File: config.mk
export PLATFORM = sky130hd
export DESIGN_NAME = gate_tt_sequencer
export DESIGN_NICKNAME = d
export VERILOG_FILES = /design/src/rtl/gate_tt_pkg.sv /design/src/rtl/gate_tt_ref.sv /design/src/rtl/gate_tt_sequencer.sv
export SDC_FILE = /design/constraint.sdc
export NUM_CORES = 1
export LEC_CHECK = 0
export BUFFER_PORTS_ARGS = -buffer_cell sky130_fd_sc_hd__clkbuf_2
export CAP_MARGIN = 20
export CORE_MARGIN = 2
export CORE_UTILIZATION = 40
export DETAILED_ROUTE_END_ITERATION = 10
export MAX_ROUTING_LAYER = met4
export SLEW_MARGIN = 20
export SYNTH_ARGS = -nofsm -noshare
export SYNTH_HDL_FRONTEND = slang
export SYNTH_HIERARCHICAL = 1
export SYNTH_SLANG_ARGS = --single-unit
File: constraint.sdc
create_clock -name i_clk -period 2.8 [get_ports i_clk]
set_clock_uncertainty 0.05 [all_clocks]
set_input_delay 0.42 -clock i_clk [delete_from_list [all_inputs] [get_ports i_clk]]
set_output_delay 0.42 -clock i_clk [all_outputs]
set_load 0.01 [all_outputs]
File: src/rtl/gate_tt_pkg.sv
// Shared types for the gate truth-table sequencer: FSM state encoding and reference op codes.
package gate_tt_pkg;

    typedef enum logic [1:0] {
        ST_IDLE   = 2'd0,
        ST_SETTLE = 2'd1,
        ST_SAMPLE = 2'd2,
        ST_DONE   = 2'd3
    } state_e;

    typedef enum logic [1:0] {
        OP_AND  = 2'b00,
        OP_OR   = 2'b01,
        OP_XOR  = 2'b10,
        OP_NAND = 2'b11
    } op_e;

endpackage

File: src/rtl/gate_tt_ref.sv
// Combinational reference function: reduction of the selected op over the gate input vector.
module gate_tt_ref
    import gate_tt_pkg::*;
#(
    parameter int N_IN = 2
) (
    input  op_e             i_op,
    input  logic [N_IN-1:0] i_vec,
    output logic            o_exp
);

    always_comb begin
        o_exp = 1'b0;
        case (i_op)
            OP_AND:  o_exp = &i_vec;
            OP_OR:   o_exp = |i_vec;
            OP_XOR:  o_exp = ^i_vec;
            OP_NAND: o_exp = ~&i_vec;
            default: o_exp = 1'b0;
        endcase
    end

endmodule

File: src/rtl/gate_tt_sequencer.sv
// Clocked truth-table sweep around a small gate: drives every input vector, samples and scores the output.
// Build option TT_STOP_ON_ERR_EN: end the sweep at the first mismatching vector.
//
// state  | meaning
// IDLE   | waiting for start after reset
// SETTLE | dut_in held, counting SETTLE_CYC cycles
// SAMPLE | compare dut_out with reference, advance or finish
// DONE   | results held, start restarts a sweep
module gate_tt_sequencer
    import gate_tt_pkg::*;
#(
    parameter int N_IN       = 2,
    parameter int SETTLE_CYC = 2,
    parameter int ERR_W      = 8
) (
    input  logic             i_clk,
    input  logic             i_rst_n,
    input  logic             i_start,
    input  logic [1:0]       i_op_sel,
    output logic [N_IN-1:0]  o_dut_in,
    input  logic             i_dut_out,
    output logic             o_busy,
    output logic             o_done,
    output logic             o_pass,
    output logic [ERR_W-1:0] o_err_cnt,
    output logic [N_IN-1:0]  o_fail_vec
);

    localparam int               CNT_W    = (SETTLE_CYC > 1) ? $clog2(SETTLE_CYC) : 1;
    localparam logic [CNT_W-1:0] CNT_LAST = CNT_W'(SETTLE_CYC - 1);
    localparam logic [N_IN-1:0]  VEC_LAST = '1;
    localparam logic [ERR_W-1:0] ERR_MAX  = '1;

    state_e            r_state;
    op_e               r_op;
    logic [N_IN-1:0]   r_vec;
    logic [CNT_W-1:0]  r_cnt;
    logic [ERR_W-1:0]  r_err;
    logic [N_IN-1:0]   r_fail;

    state_e            w_state_nxt;
    op_e               w_op_nxt;
    logic [N_IN-1:0]   w_vec_nxt;
    logic [CNT_W-1:0]  w_cnt_nxt;
    logic [ERR_W-1:0]  w_err_nxt;
    logic [N_IN-1:0]   w_fail_nxt;
    logic              w_exp;
    logic              w_mismatch;

    gate_tt_ref #(
        .N_IN (N_IN)
    ) u_ref (
        .i_op  (r_op),
        .i_vec (r_vec),
        .o_exp (w_exp)
    );

    assign w_mismatch = (i_dut_out != w_exp);

    always_ff @(posedge i_clk) begin
        if (!i_rst_n) begin
            r_state <= ST_IDLE;
            r_op    <= OP_AND;
            r_vec   <= '0;
            r_cnt   <= '0;
            r_err   <= '0;
            r_fail  <= '0;
        end else begin
            r_state <= w_state_nxt;
            r_op    <= w_op_nxt;
            r_vec   <= w_vec_nxt;
            r_cnt   <= w_cnt_nxt;
            r_err   <= w_err_nxt;
            r_fail  <= w_fail_nxt;
        end
    end

    always_comb begin
        w_state_nxt = r_state;
        w_op_nxt    = r_op;
        w_vec_nxt   = r_vec;
        w_cnt_nxt   = r_cnt;
        w_err_nxt   = r_err;
        w_fail_nxt  = r_fail;
        case (r_state)
            ST_IDLE, ST_DONE: begin
                if (i_start) begin
                    w_state_nxt = ST_SETTLE;
                    w_op_nxt    = op_e'(i_op_sel);
                    w_vec_nxt   = '0;
                    w_cnt_nxt   = '0;
                    w_err_nxt   = '0;
                    w_fail_nxt  = '0;
                end
            end
            ST_SETTLE: begin
                if (r_cnt == CNT_LAST) begin
                    w_state_nxt = ST_SAMPLE;
                end else begin
                    w_cnt_nxt = r_cnt + CNT_W'(1);
                end
            end
            ST_SAMPLE: begin
                if (w_mismatch) begin
                    if (r_err != ERR_MAX) begin
                        w_err_nxt = r_err + ERR_W'(1);
                    end
                    // Only the first failing vector is kept for debug.
                    if (r_err == '0) begin
                        w_fail_nxt = r_vec;
                    end
                end
`ifdef TT_STOP_ON_ERR_EN
                if (w_mismatch || (r_vec == VEC_LAST)) begin
                    w_state_nxt = ST_DONE;
                end else begin
                    w_state_nxt = ST_SETTLE;
                    w_vec_nxt   = r_vec + N_IN'(1);
                    w_cnt_nxt   = '0;
                end
`else
                if (r_vec == VEC_LAST) begin
                    w_state_nxt = ST_DONE;
                end else begin
                    w_state_nxt = ST_SETTLE;
                    w_vec_nxt   = r_vec + N_IN'(1);
                    w_cnt_nxt   = '0;
                end
`endif
            end
            default: w_state_nxt = ST_IDLE;
        endcase
    end

    assign o_dut_in   = r_vec;
    assign o_busy     = (r_state == ST_SETTLE) || (r_state == ST_SAMPLE);
    assign o_done     = (r_state == ST_DONE);
    assign o_pass     = (r_state == ST_DONE) && (r_err == '0);
    assign o_err_cnt  = r_err;
    assign o_fail_vec = r_fail;

endmodule

**Word-level counts from Yosys, hierarchy flattened**

Index checks and enable logic that the tools add are counted.

- Mux-type cells: 19
- Equality and inequality tests: 15
- $add $sub $neg: 3
- Reductions and logical operators: 17

Operators by type and width:

| operator | count |
|---|---|
| $mux W8 | 3 |
| $pmux W8 S2 | 1 |
| $mux W2 | 7 |
| $ne A2 B2 Y1 const B | 6 |
| $eq A2 B2 Y1 const B | 5 |
| $add A8 B1 Y8 const B | 1 |
| $logic_not A8 Y1 | 1 |
| $ne A8 B8 Y1 const B | 1 |
| $pmux W2 S2 | 2 |
| $reduce_and A2 Y1 | 4 |
| $reduce_and A4 Y1 | 2 |
| $pmux W2 S3 | 1 |
| $eq A2 B1 Y1 const B | 2 |
| $logic_not A2 Y1 | 2 |
| $pmux W1 S4 | 1 |
| $reduce_or A2 Y1 | 2 |
| $mux W1 | 3 |
| $pmux W1 S3 | 1 |
| $reduce_and A3 Y1 | 1 |
| $add A2 B1 Y2 const B | 1 |
| $reduce_bool A2 Y1 | 1 |
| $reduce_xor A2 Y1 | 1 |
| $add A1 B1 Y1 const B | 1 |
| $logic_and A1 B1 Y1 | 1 |
| other kinds (3) | 3 |

- Logic and storage cells: 60
- Output and inout bits: 15
- Input port bits: 6
- Register bits after elaboration: 17

**Depth between registers and ports, before layout**

- Word-level depth: 6
- Gate-level depth with buffers: 9
- Mapped depth without buffers: 9

**Hierarchy**

The synthesis kept the hierarchy.

Modules (own cells, without submodules):

| module | area each (µm²) | sequential area each (µm²) | cells an instance | instances |
|---|---|---|---|---|
| gate_tt_sequencer | 964.7 | 340.3 | 113 | 1 |
| gate_tt_ref | 63.8 | 0.0 | 10 | 1 |

**Least setup slack after synthesis**

Ideal clock, no wire load.

- Kind: register to register
- From: reg r_vec[0] (netlist: o_dut_in[0])
- To: reg r_err[3] (netlist: o_err_cnt[3])
- Slack: 0.591 ns
- Path buffers: 0
- Data required time: 2.658 ns
- Data arrival time: 2.066 ns
- Cell stages (with the launch flop): 9
- Setup time: 0.092 ns
- Clock period less this slack: 2.209 ns
- Path through: dfxtp_1 -> inv_1 -> ha_1 -> nor2b_1 -> o21ai_1 -> o21ai_1 -> xnor2_1 -> or4_1 -> o32ai_1

- Cells in the longest elaborated chain, start to end: 6
- Elaborated cells between the ends (all ways): 8
- Those cells by class: eq/ne: 2; mux: 1; reduce/logical: 5

RTL lines:

| item | RTL line | text |
|---|---|---|
| from (decl) | gate_tt_sequencer.sv:36 | `logic [N_IN-1:0] r_vec;` |
| from (signal assigned) | gate_tt_sequencer.sv:71 | `r_vec <= w_vec_nxt;` |
| $reduce_and A2 Y1 | gate_tt_ref.sv:15, gate_tt_ref.sv:18 |  |
| $logic_not A1 Y1 | gate_tt_ref.sv:18 | `OP_NAND: o_exp = ~&i_vec;` |
| $pmux W1 S4 (*) | gate_tt_ref.sv:14 | `case (i_op)` |
| named net w_exp | gate_tt_sequencer.sv:47 | `logic w_exp;` |
| $ne A1 B1 Y1 (*) | gate_tt_sequencer.sv:58 | `assign w_mismatch = (i_dut_out != w_exp);` |
| $ne A2 B2 Y1 (no line) (*) | -- |  |
| $reduce_and A4 Y1 (no line) (*) | -- |  |
| to (signal assigned) | gate_tt_sequencer.sv:73 | `r_err <= w_err_nxt;` |
| to (decl) | gate_tt_sequencer.sv:38 | `logic [ERR_W-1:0] r_err;` |

The timed path passes the listed nets; every way through them passes the cells marked *.
A chain may end at the register's enable or synchronous reset.

**Final worst setup path**

- From: reg r_err[0] (netlist: o_err_cnt[0])
- To: out o_pass

- Cells in the longest elaborated chain, start to end: 2

RTL lines:

| item | RTL line | text |
|---|---|---|
| $logic_not A8 Y1 | gate_tt_sequencer.sv:138 | `assign o_pass = (r_state == ST_DONE) && (r_err == '0);` |
| $logic_and A1 B1 Y1 | gate_tt_sequencer.sv:138 |  |
| to (decl) | gate_tt_sequencer.sv:24 | `output logic o_pass,` |

No other way between the ends.

==> flow_results.org <==
** Synthesis
- The mapped netlist covers a little over 1000 um2.
- Counting every net in the synthesized netlist gives about 140.
- Register area share after synthesis :: 33.1%
- Counting flops with a built-in enable in the synthesized netlist gives 0.
- Post-Synthesis Cells :: 123
- Share of flip-flops with an asynchronous set or reset :: 0%
- Flops & latches, synth :: 17
- Yosys printed 6 warnings.
- Averaged over all synthesized cells, the footprint is roughly 8.4 um2.
- The number of different library cells used by synthesis comes to 39.
- The most used flip-flop cell after synthesis is sky130_fd_sc_hd__dfxtp_1.

** Finish
- Fill cells in the final layout number 247.
- Synth-to-layout area growth :: 13.1%
- In the final layout, flip-flops and latches occupy around 340 um2.
- Multi-input logic area :: 621 um2
- Top library cells by usage in the layout, fill and taps aside :: sky130_fd_sc_hd__clkbuf_2, sky130_fd_sc_hd__nand2_1, sky130_fd_sc_hd__dfxtp_1
- For this run, the share of the core covered by cells in the final layout is 47.4%.
- Count of placed standard cells in the final layout, fillers left out :: 173
- Final Net Count :: 158
- The post-route netlist has 19.6% of its cells at a drive strength greater than 1.
- Commonest non-fill, non-tap cell in the layout :: sky130_fd_sc_hd__clkbuf_2
- The number of antenna diodes in the final layout is 0.

** STA
- Unrepaired setup endpoints after global routing :: false
- Setup violations remaining at the end of the flow were counted as 0.
- The number of hold violations in the final report is 0.
- Measured against its own limit, the worst slew margin works out to 53.7%.
- Final critical-path required period :: 2.43 ns
- Final worst path period share :: 86.8%
- The final-report max-slew violation count was 0.
- Worst slew pin tran :: 0.689 ns
- Max Clock Freq :: 412 MHz
- After routing, the total negative slack on setup checks comes to 0 ns.

** Global routing
- The via count of the first global-routing pass is ~740.
- GRT Util Overall :: 16.7%
- The first global-routing pass estimated 3480 um of wire.
- Grt total ovfl :: 0
- Largest net degree at the start of global routing :: 22
- The initial antenna violation count is 0.

** Clocking
- Library cell used as clock root buffer :: sky130_fd_sc_hd__clkbuf_4
- The longest clock path from root to sink contains 2 buffers.
- Later-pin clock latency in the skew report :: between 0.2 and 0.3 ns
- Register clock-pin slew on the reported worst setup and hold paths :: around 0.11 ns
- Hold buffer count at CTS :: 0
- Clock buffers created by TritonCTS :: 3
- # clock sinks :: 17
- Count of buffers added by post-CTS timing repair for setup :: 0
- CTS tree :: done
- H-tree level count :: 1
- After clock tree synthesis, the repair step resized 0 gates.

** Power and ir drop
- Switching share of total power :: roughly 29%
- Cell internal power was estimated by the tool at between 300 and 400 uW.
- Combinational fraction of design power :: 18.9%
- The share of total power dissipated in the clock network is 27.6%.
- Total power :: 476 uW
- PwrDens :: slightly above 400 nW/um2
- Summed over all cells, the static leakage comes to between 0.4 and 0.5 nW.
- Largest vdd supply drop :: 0.257 mV
- Sequential cell fraction of total power :: a little over half
- Psw :: 137 uW

** Placement
- The number of placed instances, taps included, is ~170.
- At the end of routability-driven placement, the weighted congestion stood at between 0.8 and 0.9.
- Port buffering added 20 buffers.
- The HPWL after detailed placement is between 1500 and 2000 um.

** Route
- Routed wire length per instance :: approximately 13 um
- Wires add up to 2180 um.
- Remaining routing DRC violations :: 0
- Post-route ant nets :: 0
- Via count normalized by instance count :: 5.43
- Iteration count of the initial detailed-routing pass :: 4
- First-iteration detailed-routing DRC count :: 30
- Total number of vias :: approximately 940

** Die
- During I/O placement, the number of pins put on the boundary was 21.
- Initial core utilization :: 41.9%
- Die height :: about 55 um
- Row Count :: 18
- Core area :: 2450 um2
- The die is 54.7 um wide.
- The floorplan step defined a die boundary enclosing about 3000 um2.

** Setup path
- Cells along the critical path :: inv_1 -> ha_1 -> or4b_1 -> nor4_2 -> and2_2 -> clkbuf_2
- Required arrival time at the worst endpoint :: approximately 2.3 ns
- Largest stage delay on the critical path :: between 0.4 and 0.5 ns
- Endpoint class of the critical path :: output port
- STA puts the critical path data arrival time at between 1.5 and 2 ns.
- Worst R2R Path Depth :: 9
- Of all nets on the critical path, the largest fanout is 7.
- Startpoint type of the worst setup path :: register
- Slowest cell on the critical path :: sky130_fd_sc_hd__or4b_1
- Critical Setup Path Class :: register to output port

** Flow run
- Max-capacitance violation count :: 0

** Run status
- Result of the run :: complete, no violations

** Min path
- The worst hold path belongs to the class input port to register.
- The worst hold path passes through 3 cells.
==> stage by stage <==
stage / worst slack [ns] / hold slack [ns] / area [um2]
finish: 0.371 / 0.304 / 1160
global route: 0.258 / 0.311 / 1160
CTS: 0.345 / 0.297 / 1160
detailed placement: 0.448 / 0.411 / 1140
global placement: 0.529 / 0.405 / 1140
floorplan: 0.591 / 0.405 / 1030
==> final timing paths <==
path | slack (ns) | start | end
worst max-delay path | 0.37 | o_err_cnt[0] | o_pass
worst min-delay path | 0.30 | i_op_sel[0] | r_op[0]
worst max register to register | 0.44 | o_dut_in[0] | o_err_cnt[7]
worst min register to register | 0.42 | o_fail_vec[0] | o_fail_vec[0]
==> cell type report <==
class | instances | area share [%]
clock buffer | 3 | 1.94
clock inverter | 1 | 0.430
inverter | 8 | 2.58
multi-input combinational | 93 | 53.3
sequential | 17 | 29.2
tap | 30 | 3.23
timing repair buffer | 21 | 9.25
==> state kept, by name, summed over array words and instances (netlist names) <==
register	count
o_fail_vec	2
o_err_cnt	8
r_cnt	1
r_op	2
o_dut_in	2
r_state	2
==> logic make-up (layout without fill, tap and decap cells) <==
| logic type | Yosys count | in the layout | share of synthesized area (%) |
|---|---|---|---|
| XOR/XNOR | 1 | 1 | 0.852 |
| AO/OA/AOI/OAI | 33 | 33 | 21.9 |
| buffers and inverters | 13 | 33 | 6.57 |
| adder cells (fa/ha/maj) | 8 | 8 | 9.73 |
| flip-flops | 17 | 17 | 33.1 |
| AND/OR/NAND/NOR | 49 | 49 | 25.9 |
| multiplexers | 2 | 2 | 1.95 |
==> Yosys cell counts, types with 2 or more instances <==
cell | instances | share of area, %
sky130_fd_sc_hd__dfxtp_1 | 17 | 33
sky130_fd_sc_hd__nand2_1 | 17 | 6.2
sky130_fd_sc_hd__ha_1 | 8 | 9.7
sky130_fd_sc_hd__inv_1 | 8 | 2.9
sky130_fd_sc_hd__nand3_1 | 6 | 2.9
sky130_fd_sc_hd__nor2b_1 | 5 | 3.0
sky130_fd_sc_hd__o21ai_0 | 5 | 2.4
sky130_fd_sc_hd__o22ai_1 | 5 | 3.0
sky130_fd_sc_hd__a21boi_0 | 4 | 2.9
sky130_fd_sc_hd__nor2_1 | 4 | 1.5
sky130_fd_sc_hd__o21ai_1 | 4 | 1.9
sky130_fd_sc_hd__a211oi_1 | 3 | 2.2
sky130_fd_sc_hd__nor3_1 | 3 | 1.5
sky130_fd_sc_hd__a21oi_1 | 2 | 0.97
sky130_fd_sc_hd__and2_1 | 2 | 1.2
sky130_fd_sc_hd__buf_6 | 2 | 2.2
sky130_fd_sc_hd__clkbuf_1 | 2 | 0.73
sky130_fd_sc_hd__mux2i_1 | 2 | 1.9
sky130_fd_sc_hd__o32ai_1 | 2 | 1.7
sky130_fd_sc_hd__or4_1 | 2 | 1.5
sky130_fd_sc_hd__or4b_1 | 2 | 1.9
==> per-layer routing <==
layer  part of all wire, %  routed length [um]  track usage [%]
met5                     0                   0                -
met1                    49                1070             22.0
met3                   5.3                 116             5.74
met4                  0.64                  14             2.50
met2                    45                 979             25.2
==> critical path, delay by kind of cell, from the launching register on <==
family | cells | cell delay, ns
AND/OR/NAND/NOR | 3 | 0.96
buffers and inverters | 2 | 0.19
adder cells (fa/ha/maj) | 1 | 0.14
flip-flops | 1 | 0.37
==> power by group through the flow <==
stage | Combinational [mW] | Sequential (mW) | Clock, mW
floorplan | 0.0729 | 0.259 | 0
global placement | 0.0889 | 0.260 | 0
detailed placement | 0.0900 | 0.260 | 0
CTS | 0.0901 | 0.255 | 0.140
global route | 0.0995 | 0.256 | 0.149
finish | 0.0898 | 0.255 | 0.132
Note: power is estimated with default switching activity, not from simulation.
